===== config.mk =====
export PLATFORM = sky130hd
export DESIGN_NAME = piece_queue_flat
export DESIGN_NICKNAME = d
export VERILOG_FILES = /design/src/rtl/piece_queue_if.sv /design/src/rtl/piece_queue.sv /design/src/flat_wrapper.sv
export SDC_FILE = /design/constraint.sdc
export NUM_CORES = 1
export LEC_CHECK = 0
export CAP_MARGIN = 20
export CORE_ASPECT_RATIO = 1.75
export CORE_UTILIZATION = 42
export CTS_BUF_LIST = sky130_fd_sc_hd__clkbuf_2 sky130_fd_sc_hd__clkbuf_4 sky130_fd_sc_hd__clkbuf_8
export DETAILED_ROUTE_END_ITERATION = 12
export PLACE_DENSITY = 0.74
export SLEW_MARGIN = 40
export SYNTH_ARGS = -nofsm -noshare
export SYNTH_HDL_FRONTEND = slang
export SYNTH_SLANG_ARGS = --single-unit

===== constraint.sdc =====
create_clock -name clk -period 2.95 [get_ports clk]
set_input_delay 0.59 -clock clk [delete_from_list [all_inputs] [get_ports clk]]
set_output_delay 0.59 -clock clk [all_outputs]
set_load 0.01 [all_outputs]

===== src/rtl/piece_queue_if.sv =====
// Piece-queue bus: RNG word, game-control strobes and the queue view.
interface piece_queue_if #(
  parameter int unsigned QUEUE_DEPTH = 4
);
  logic [31:0]              rand_in;
  logic                     start;
  logic                     pop;
  logic [2:0]               head_piece;
  logic                     head_valid;
  logic [3*QUEUE_DEPTH-1:0] preview;
  logic [3:0]               count;
  logic                     busy;

  modport master (
    output rand_in, start, pop,
    input  head_piece, head_valid, preview, count, busy
  );

  modport slave (
    input  rand_in, start, pop,
    output head_piece, head_valid, preview, count, busy
  );
endinterface


===== src/rtl/piece_queue.sv =====
// Tetromino generator: NES draw-and-reroll over the RNG word, feeding a
// shift-based preview FIFO that the game logic pops from the head.
module piece_queue #(
  parameter int unsigned QUEUE_DEPTH = 4
) (
  input  logic          clk,
  input  logic          reset,
  piece_queue_if.slave  bus
);

  localparam int unsigned PW        = 3;
  localparam int unsigned CW        = 4;
  localparam logic [PW-1:0] NONE    = 3'd7;

  typedef enum logic [1:0] {IDLE, DRAW, REROLL, FULL} state_t;

  state_t        state_q, state_d;
  logic [PW-1:0] q_q [QUEUE_DEPTH];
  logic [PW-1:0] q_d [QUEUE_DEPTH];
  logic [CW-1:0] count_q, count_d;
  logic [PW-1:0] last_q, last_d;
  logic          valid_q, busy_q;

  logic          push;
  logic [PW-1:0] push_val;
  logic          pop_ok;
  logic [CW-1:0] wr_idx;
  logic [PW-1:0] cand;
  logic [PW-1:0] l_base;
  logic [CW-1:0] sum;
  logic          unused_rand_hi;

  // Only the low three bits of the RNG word select a piece.
  assign cand           = bus.rand_in[2:0];
  assign unused_rand_hi = ^bus.rand_in[31:3];
  assign l_base         = (last_q == NONE) ? 3'd0 : last_q;
  assign sum            = CW'(cand) + CW'(l_base);

  // Next-state, queue shift/insert and history update.
  always_comb begin
    state_d  = state_q;
    q_d      = q_q;
    count_d  = count_q;
    last_d   = last_q;
    push     = 1'b0;
    push_val = cand;
    pop_ok   = 1'b0;
    wr_idx   = count_q;

    if (bus.start) begin
      state_d = DRAW;
      count_d = '0;
      last_d  = NONE;
      for (int unsigned i = 0; i < QUEUE_DEPTH; i++) q_d[i] = NONE;
    end else begin
      pop_ok = bus.pop && (count_q != '0);

      case (state_q)
        DRAW: begin
          if (cand != NONE && cand != last_q) begin
            push     = 1'b1;
            push_val = cand;
          end else begin
            state_d = REROLL;
          end
        end
        REROLL: begin
          push     = 1'b1;
          push_val = (sum >= 4'd7) ? PW'(sum - 4'd7) : PW'(sum);
        end
        FULL: begin
          if (pop_ok) state_d = DRAW;
        end
        default: ;
      endcase

      if (pop_ok) begin
        for (int unsigned i = 0; i + 1 < QUEUE_DEPTH; i++) q_d[i] = q_q[i+1];
        q_d[QUEUE_DEPTH-1] = NONE;
        count_d = count_q - 4'd1;
        wr_idx  = count_q - 4'd1;
      end

      if (push) begin
        for (int unsigned i = 0; i < QUEUE_DEPTH; i++) begin
          if (CW'(i) == wr_idx) q_d[i] = push_val;
        end
        count_d = count_d + 4'd1;
        last_d  = push_val;
        state_d = (count_d == CW'(QUEUE_DEPTH)) ? FULL : DRAW;
      end
    end
  end

  // State, queue and registered status flags.
  always_ff @(posedge clk) begin
    if (reset) begin
      state_q <= IDLE;
      count_q <= '0;
      last_q  <= NONE;
      valid_q <= 1'b0;
      busy_q  <= 1'b0;
      for (int unsigned i = 0; i < QUEUE_DEPTH; i++) q_q[i] <= NONE;
    end else begin
      state_q <= state_d;
      count_q <= count_d;
      last_q  <= last_d;
      valid_q <= (count_d != '0);
      busy_q  <= (state_d == DRAW) || (state_d == REROLL);
      for (int unsigned i = 0; i < QUEUE_DEPTH; i++) q_q[i] <= q_d[i];
    end
  end

  assign bus.head_piece = q_q[0];
  assign bus.head_valid = valid_q;
  assign bus.count      = count_q;
  assign bus.busy       = busy_q;

  for (genvar g = 0; g < QUEUE_DEPTH; g++) begin : g_preview
    assign bus.preview[PW*g +: PW] = q_q[g];
  end

endmodule


===== src/flat_wrapper.sv =====
// flat-port wrapper written by rule: the top's interface ports become plain ports
module piece_queue_flat 
#(
  parameter int unsigned QUEUE_DEPTH = 4
)
  (clk, reset, bus_rand_in, bus_start, bus_pop, bus_head_piece, bus_head_valid, bus_preview, bus_count, bus_busy);
  piece_queue_if #(.QUEUE_DEPTH(QUEUE_DEPTH)) bus_i ();
  input  logic clk;
  input  logic reset;
  input wire logic [$bits(bus_i.rand_in)-1:0] bus_rand_in;
  input wire logic [$bits(bus_i.start)-1:0] bus_start;
  input wire logic [$bits(bus_i.pop)-1:0] bus_pop;
  output wire logic [$bits(bus_i.head_piece)-1:0] bus_head_piece;
  output wire logic [$bits(bus_i.head_valid)-1:0] bus_head_valid;
  output wire logic [$bits(bus_i.preview)-1:0] bus_preview;
  output wire logic [$bits(bus_i.count)-1:0] bus_count;
  output wire logic [$bits(bus_i.busy)-1:0] bus_busy;
  assign bus_i.rand_in = bus_rand_in;
  assign bus_i.start = bus_start;
  assign bus_i.pop = bus_pop;
  assign bus_head_piece = bus_i.head_piece;
  assign bus_head_valid = bus_i.head_valid;
  assign bus_preview = bus_i.preview;
  assign bus_count = bus_i.count;
  assign bus_busy = bus_i.busy;
  piece_queue #(.QUEUE_DEPTH(QUEUE_DEPTH)) u_core (.clk(clk), .reset(reset), .bus(bus_i));
endmodule

# After elaboration in Yosys (flattened, before gate mapping)
# Cells that the tools add are included.
# W data, S select, Z words.
# op_classes
reduce_logical,7
mux,22
n_lt_le_gt_ge,1
eq_ne,12
add_sub_neg,4
# ops
op,n
$mux W12,2
$mux W3,7
$mux W4,4
$mux W2,5
$eq A2 B4 Y1 const A,2
$reduce_bool A4 Y1,2
$eq A2 B2 Y1 const B,3
$add A3 B3 Y4,1
$add A4 B1 Y4 const B,1
$eq A1 B4 Y1 const A,1
$eq A2 B1 Y1 const B,2
$eq A4 B3 Y1 const B,1
$ge A4 B3 Y1 const B,1
$logic_not A4 Y1,1
$pmux W2 S2,1
$sub A4 B1 Y4 const B,1
$eq A3 B3 Y1 const B,1
$ne A3 B3 Y1,1
$ne A3 B3 Y1 const B,1
$sub A3 B3 Y3 const B,1
$logic_and A1 B1 Y1,2
$mux W1,2
$pmux W1 S2,1
$reduce_or A2 Y1,1
$logic_or A1 B1 Y1,1
# word_totals
in_bits,36
out_inout_bits,21
regBits,23
elab_cells,55

# Logic depth before layout (Yosys ltp)
# logic_depth
word_depth,11
mapped_depth,13
ltp_nobuf,12

# Worst setup path after synthesis
# Ideal clock, no wire load.
# synth_path
path_type,register -> register
startpoint,"register u_core.count_q[0], in the netlist u_core.bus.count[0]"
endpoint,"register u_core.busy_q, in the netlist u_core.bus.busy"
path_buffers,1
stages_incl_launch_ff,13
path_slack_ns,0.163
required_time_ns,2.858
t_arrival_ns,2.695
setup_ns,0.092
synth_period_minus_slack_ns,2.787
path_cell_list,dfxtp_1 -> inv_1 -> ha_1 -> or3b_2 -> and2_1 -> clkbuf_1 -> xnor2_1 -> ha_1 -> nor4bb_1 -> mux2_2 -> o21bai_1 -> nor2_1 -> nor4_1
# synth_via
elab_chain_len,11
word_cells_on_any_way,15
cone_classes,2 x add/sub; 3 x eq/ne; 7 x mux; 3 x reduce/logical
# synth_lines
element,line,text
"start, declared",piece_queue.sv:20,"logic [CW-1:0] count_q, count_d;"
"start signal, assigned",piece_queue.sv:106,count_q <= count_d;
"parallel branches: the longest is 7 deep, another holds $sub A4 B1 Y4",--,
$mux W2 (*),piece_queue.sv:84,if (push) begin
$mux W2 (*),piece_queue.sv:50,if (bus.start) begin
$eq A2 B1 Y1 or $eq A2 B2 Y1 (tied branches),piece_queue.sv:109,busy_q <= (state_d == DRAW) || (state_d == REROLL);
$logic_or A1 B1 Y1 (*),piece_queue.sv:109,
"end signal, assigned",piece_queue.sv:109,
"end, declared",piece_queue.sv:22,"logic valid_q, busy_q;"
# Mark *: on every way between the ends. The select of a mux whose other input is x is not followed.
# A chain may end at the register's enable or synchronous reset.

# Worst setup path after layout
# layout_path
startpoint,input port bus_rand_in[0]
endpoint,register u_core.q_q (netlist bit u_core.bus.preview[9])
# layout_via
elab_chain_len,6
word_cells_on_any_way,13
cone_classes,2 x add/sub; 1 x order compare; 2 x eq/ne; 7 x mux; 1 x reduce/logical
# layout_lines
element,line,text
"start, declared",flat_wrapper.sv:10,input wire logic [$bits(bus_i.rand_in)-1:0] bus_rand_in;
$add A3 B3 Y4 or $ne A3 B3 Y1 (tied branches),"piece_queue.sv:37, piece_queue.sv:60",
"$ge A4 B3 Y1, or another cell as far along",piece_queue.sv:69,push_val = (sum >= 4'd7) ? PW'(sum - 4'd7) : PW'(sum);
$mux W3 or $mux W1 (tied branches),"piece_queue.sv:69, piece_queue.sv:60",
$mux W3 or $pmux W1 S2 (tied branches),--,
$mux W3 or $mux W1 (tied branches),"piece_queue.sv:86, piece_queue.sv:50",
$mux W12 (*),piece_queue.sv:84,
"end, declared",piece_queue.sv:18,logic [PW-1:0] q_q [QUEUE_DEPTH];
# Every way passes the cells marked *; elsewhere a longest branch is shown, timed or not. The select of a mux whose other input is x is not followed.

==> flow_summary.json <==
{
  "status": "complete, no violations",
  "cp_top_family": "adder cells",
  "synthTopCellsByArea": "dfxtp_1 27%, ha_1 10%, mux2_4 7.0%",
  "worstSetupEndpointType": "register",
  "wirelength_um": 3520,
  "reg2reg_from": "u_core.bus.count[0]",
  "skew_ns": 0.00378,
  "layout-drive-gt1-share_pct": 19.2,
  "synth_seq_area_share_pct": 26.9,
  "nets": 291,
  "die_w_um": 50.2,
  "final_max_slew_viol_count": 0,
  "drtIter0Drc": 12,
  "crit_chain": "clkdlybuf4s50_1 > ha_1 > inv_1 > fa_1 > inv_1 > ha_1 > a21oi_2 > xnor2_1 > mux2i_1 > nand2_1 > mux2_4",
  "cellLeakagePower_nw": 1.09,
  "grt_pass1_wl_um": 5870,
  "top_layer": "met4",
  "globalRoute.totalOverflow": 0,
  "max_freq_mhz": 361,
  "synth-edff-count": 0,
  "hpwl_um": 2770,
  "clock_sinks": 23,
  "synth_cells": 201,
  "ys_top_cells_by_count": "32 x nand2_1, 23 x dfxtp_1, 14 x ha_1, 14 x nor2_1, 13 x inv_1",
  "setup_viol": 0,
  "wl_per_cell_um": 12.3,
  "period_needed_ns": 2.77,
  "numCtsBuffers": 3,
  "cts_setup_buffers": 0,
  "synthDistinctLibCells": 45,
  "drtAntennaViolNets": 0,
  "slowest_stage": "clkdlybuf4s50_1",
  "tns_ns": 0,
  "r2r_end": "u_core.bus.busy",
  "synth.most_common_cell": "nand2_1",
  "ctsHoldBuffers": 0,
  "dieArea_mm2": 0.00434,
  "r2r_slack_ns": 0.25,
  "avgSynthCellArea_um2": 8.51,
  "synth_area_leader_cell": "dfxtp_1",
  "io_pins": 57,
  "netlist_area_mm2": 0.00171,
  "cts_buffer_depth": 2,
  "rsz0062_at_grt": "no",
  "worstSetupStartpointType": "primary input",
  "core_mm2": 0.00390,
  "wl_met2_um": 1970,
  "area_growth_pct": 28.1,
  "antenna_cells": 0,
  "hp-class": "register to register",
  "min_from": "u_core.last_q[0]",
  "route.detailed.drc": 0,
  "clock_latency_ns": 0.27,
  "worstHoldEndpoint": "u_core.last_q[0]",
  "hold_viol_final": 0,
  "cts-root-buf": "clkbuf_8",
  "cap_violations": 0,
  "ys_seq_elements": 23,
  "cp.arrival_ns": 2.93,
  "htree_num_levels": 1,
  "io_buffers": 27,
  "cp_slowest_stage_delay_ns": 0.48,
  "grt_use_total_pct": 17.5,
  "cp.buffers_inverters": 3,
  "routed-wl-met3_um": 35,
  "die_h_um": 86.4,
  "worst_slew_pin_slew_ns": 0.516,
  "grt_pass1_vias": 1356,
  "gp_congestion": 0.752,
  "cts_tree": "built",
  "vias": 1493,
  "power_density_mw_per_mm2": 306,
  "p_total_w": 0.000670,
  "r2r_cells": 11,
  "yosysWarnings": 0,
  "cts.clk_slew.worst_paths_ns": 0.08,
  "synth_top_flop_cell": "dfxtp_1",
  "start_util_pct": 43.8,
  "drt-met1-wl_um": 1440,
  "crit_type": "primary input to register",
  "crit_fanout": 4,
  "required_ns": 3.12,
  "fillers": 379,
  "ir_drop_v": 0.000166,
  "grt_max_degree": 19,
  "yosysTopAreaCellShare_pct": 26.9,
  "syn_nets": 252,
  "ys_async_sr_fraction_pct": 0,
  "hold_depth": 2,
  "min_period_over_period_pct": 93.8,
  "via_per_inst": 5.20,
  "slew_headroom_pct": 65.6,
  "antenna_found_initial": 0,
  "firstDrtPassIters": 4,
  "row_count": 30
}
-- layout by cell type, fill, tap and decap left out, drive strengths merged, types with 2 or more instances in the layout --
master,instances
xnor2,3
nor2,15
o211ai,4
o21ai,4
buf,18
nor3,2
inv,13
o31ai,3
and3,3
nand2,36
and4b,2
a21o,2
nor4b,2
a21oi,10
clkbuf,3
mux2,9
a21boi,2
nor4,2
and3b,2
nand3,9
xor2,4
mux2i,9
clkdlybuf4s50,27
and2,2
dfxtp,23
or3,2
ha,14
-- worst min-delay path, stage by stage, from the launching register on --
cell and delay [ns]:
dfxtp_2 0.37, nand2_1 0.07, o211ai_1 0.08
-- routing by layer --
layer  vias up  GRT usage [%]
met5         -              0
met4         0           7.53
met3         5           1.75
met2        19           34.1
met1       703           17.9
li1        766              -
-- where the power goes --
group	switching (W)	total, W	internal [W]
Clock	0.000110	0.000204	0.0000946
Combinational	0.0000720	0.000144	0.0000718
Sequential	0.00000539	0.000322	0.000317
Total	0.000187	0.000670	0.000483
-- area by class of cell --
cell class,instances,area [um2],area share [%]
clock inverter,1,5.00,0.228
inverter,13,48.8,2.23
clock buffer,3,41.3,1.88
tap,48,60.1,2.74
timing repair buffer,45,418,19.1
multi-input combinational,154,1160,52.8
sequential,23,462,21.1
-- cell families after synthesis --
family | count (synthesis) | synth area share, %
AND/OR/NAND/NOR | 84 | 27.2
flip-flops | 23 | 26.9
XOR/XNOR | 7 | 3.58
buffers and inverters | 24 | 6.58
adder cells (fa/ha/maj) | 15 | 11.4
AO/OA/AOI/OAI | 30 | 11.3
multiplexers | 18 | 12.9
-- stage by stage --
step | util (%) | area (um2) | hold slack, ns | instances | setup slack, ns
2_1_floorplan | - | 1710 | 0.524 | 201 | 0.163
3_3_place_gp | 54.4 | 2120 | 0.566 | 283 | -0.127
3_5_place_dp | 54.4 | 2120 | 0.572 | 283 | -0.188
4_1_cts | 55.6 | 2170 | 0.593 | 287 | 0.105
5_1_grt | 56.1 | 2190 | 0.587 | 287 | 0.0457
6_report | 56.1 | 2190 | 0.555 | 287 | 0.183
-- flip-flops by register name (all words and copies together) (netlist names) --
signal	count
u_core.bus.head_piece	3
u_core.bus.count	4
u_core.state_q	2
u_core.bus.head_valid	1
u_core.last_q	3
u_core.bus.preview	9
u_core.bus.busy	1
-- worst max-delay path by stage --
stage                                    from                    end  slack, ns  cells after the start
after floorplan           u_core.bus.count[0]        u_core.bus.busy       0.16                     12
after global placement         bus_rand_in[0]  u_core.bus.preview[6]      -0.13                     11
after detailed placement       bus_rand_in[0]  u_core.bus.preview[3]      -0.19                     11
after CTS                      bus_rand_in[0]  u_core.bus.preview[3]       0.11                     11
after global routing      u_core.bus.count[1]        u_core.bus.busy       0.05                     11
final                          bus_rand_in[0]  u_core.bus.preview[9]       0.18                     11
-- repair_timing --
action,4_1_cts,5_1_grt
gates resized for setup,0,6
endpoints found under the setup margin,0,2
hold endpoints to repair,0,0
Power figures use the tool's default switching activity.
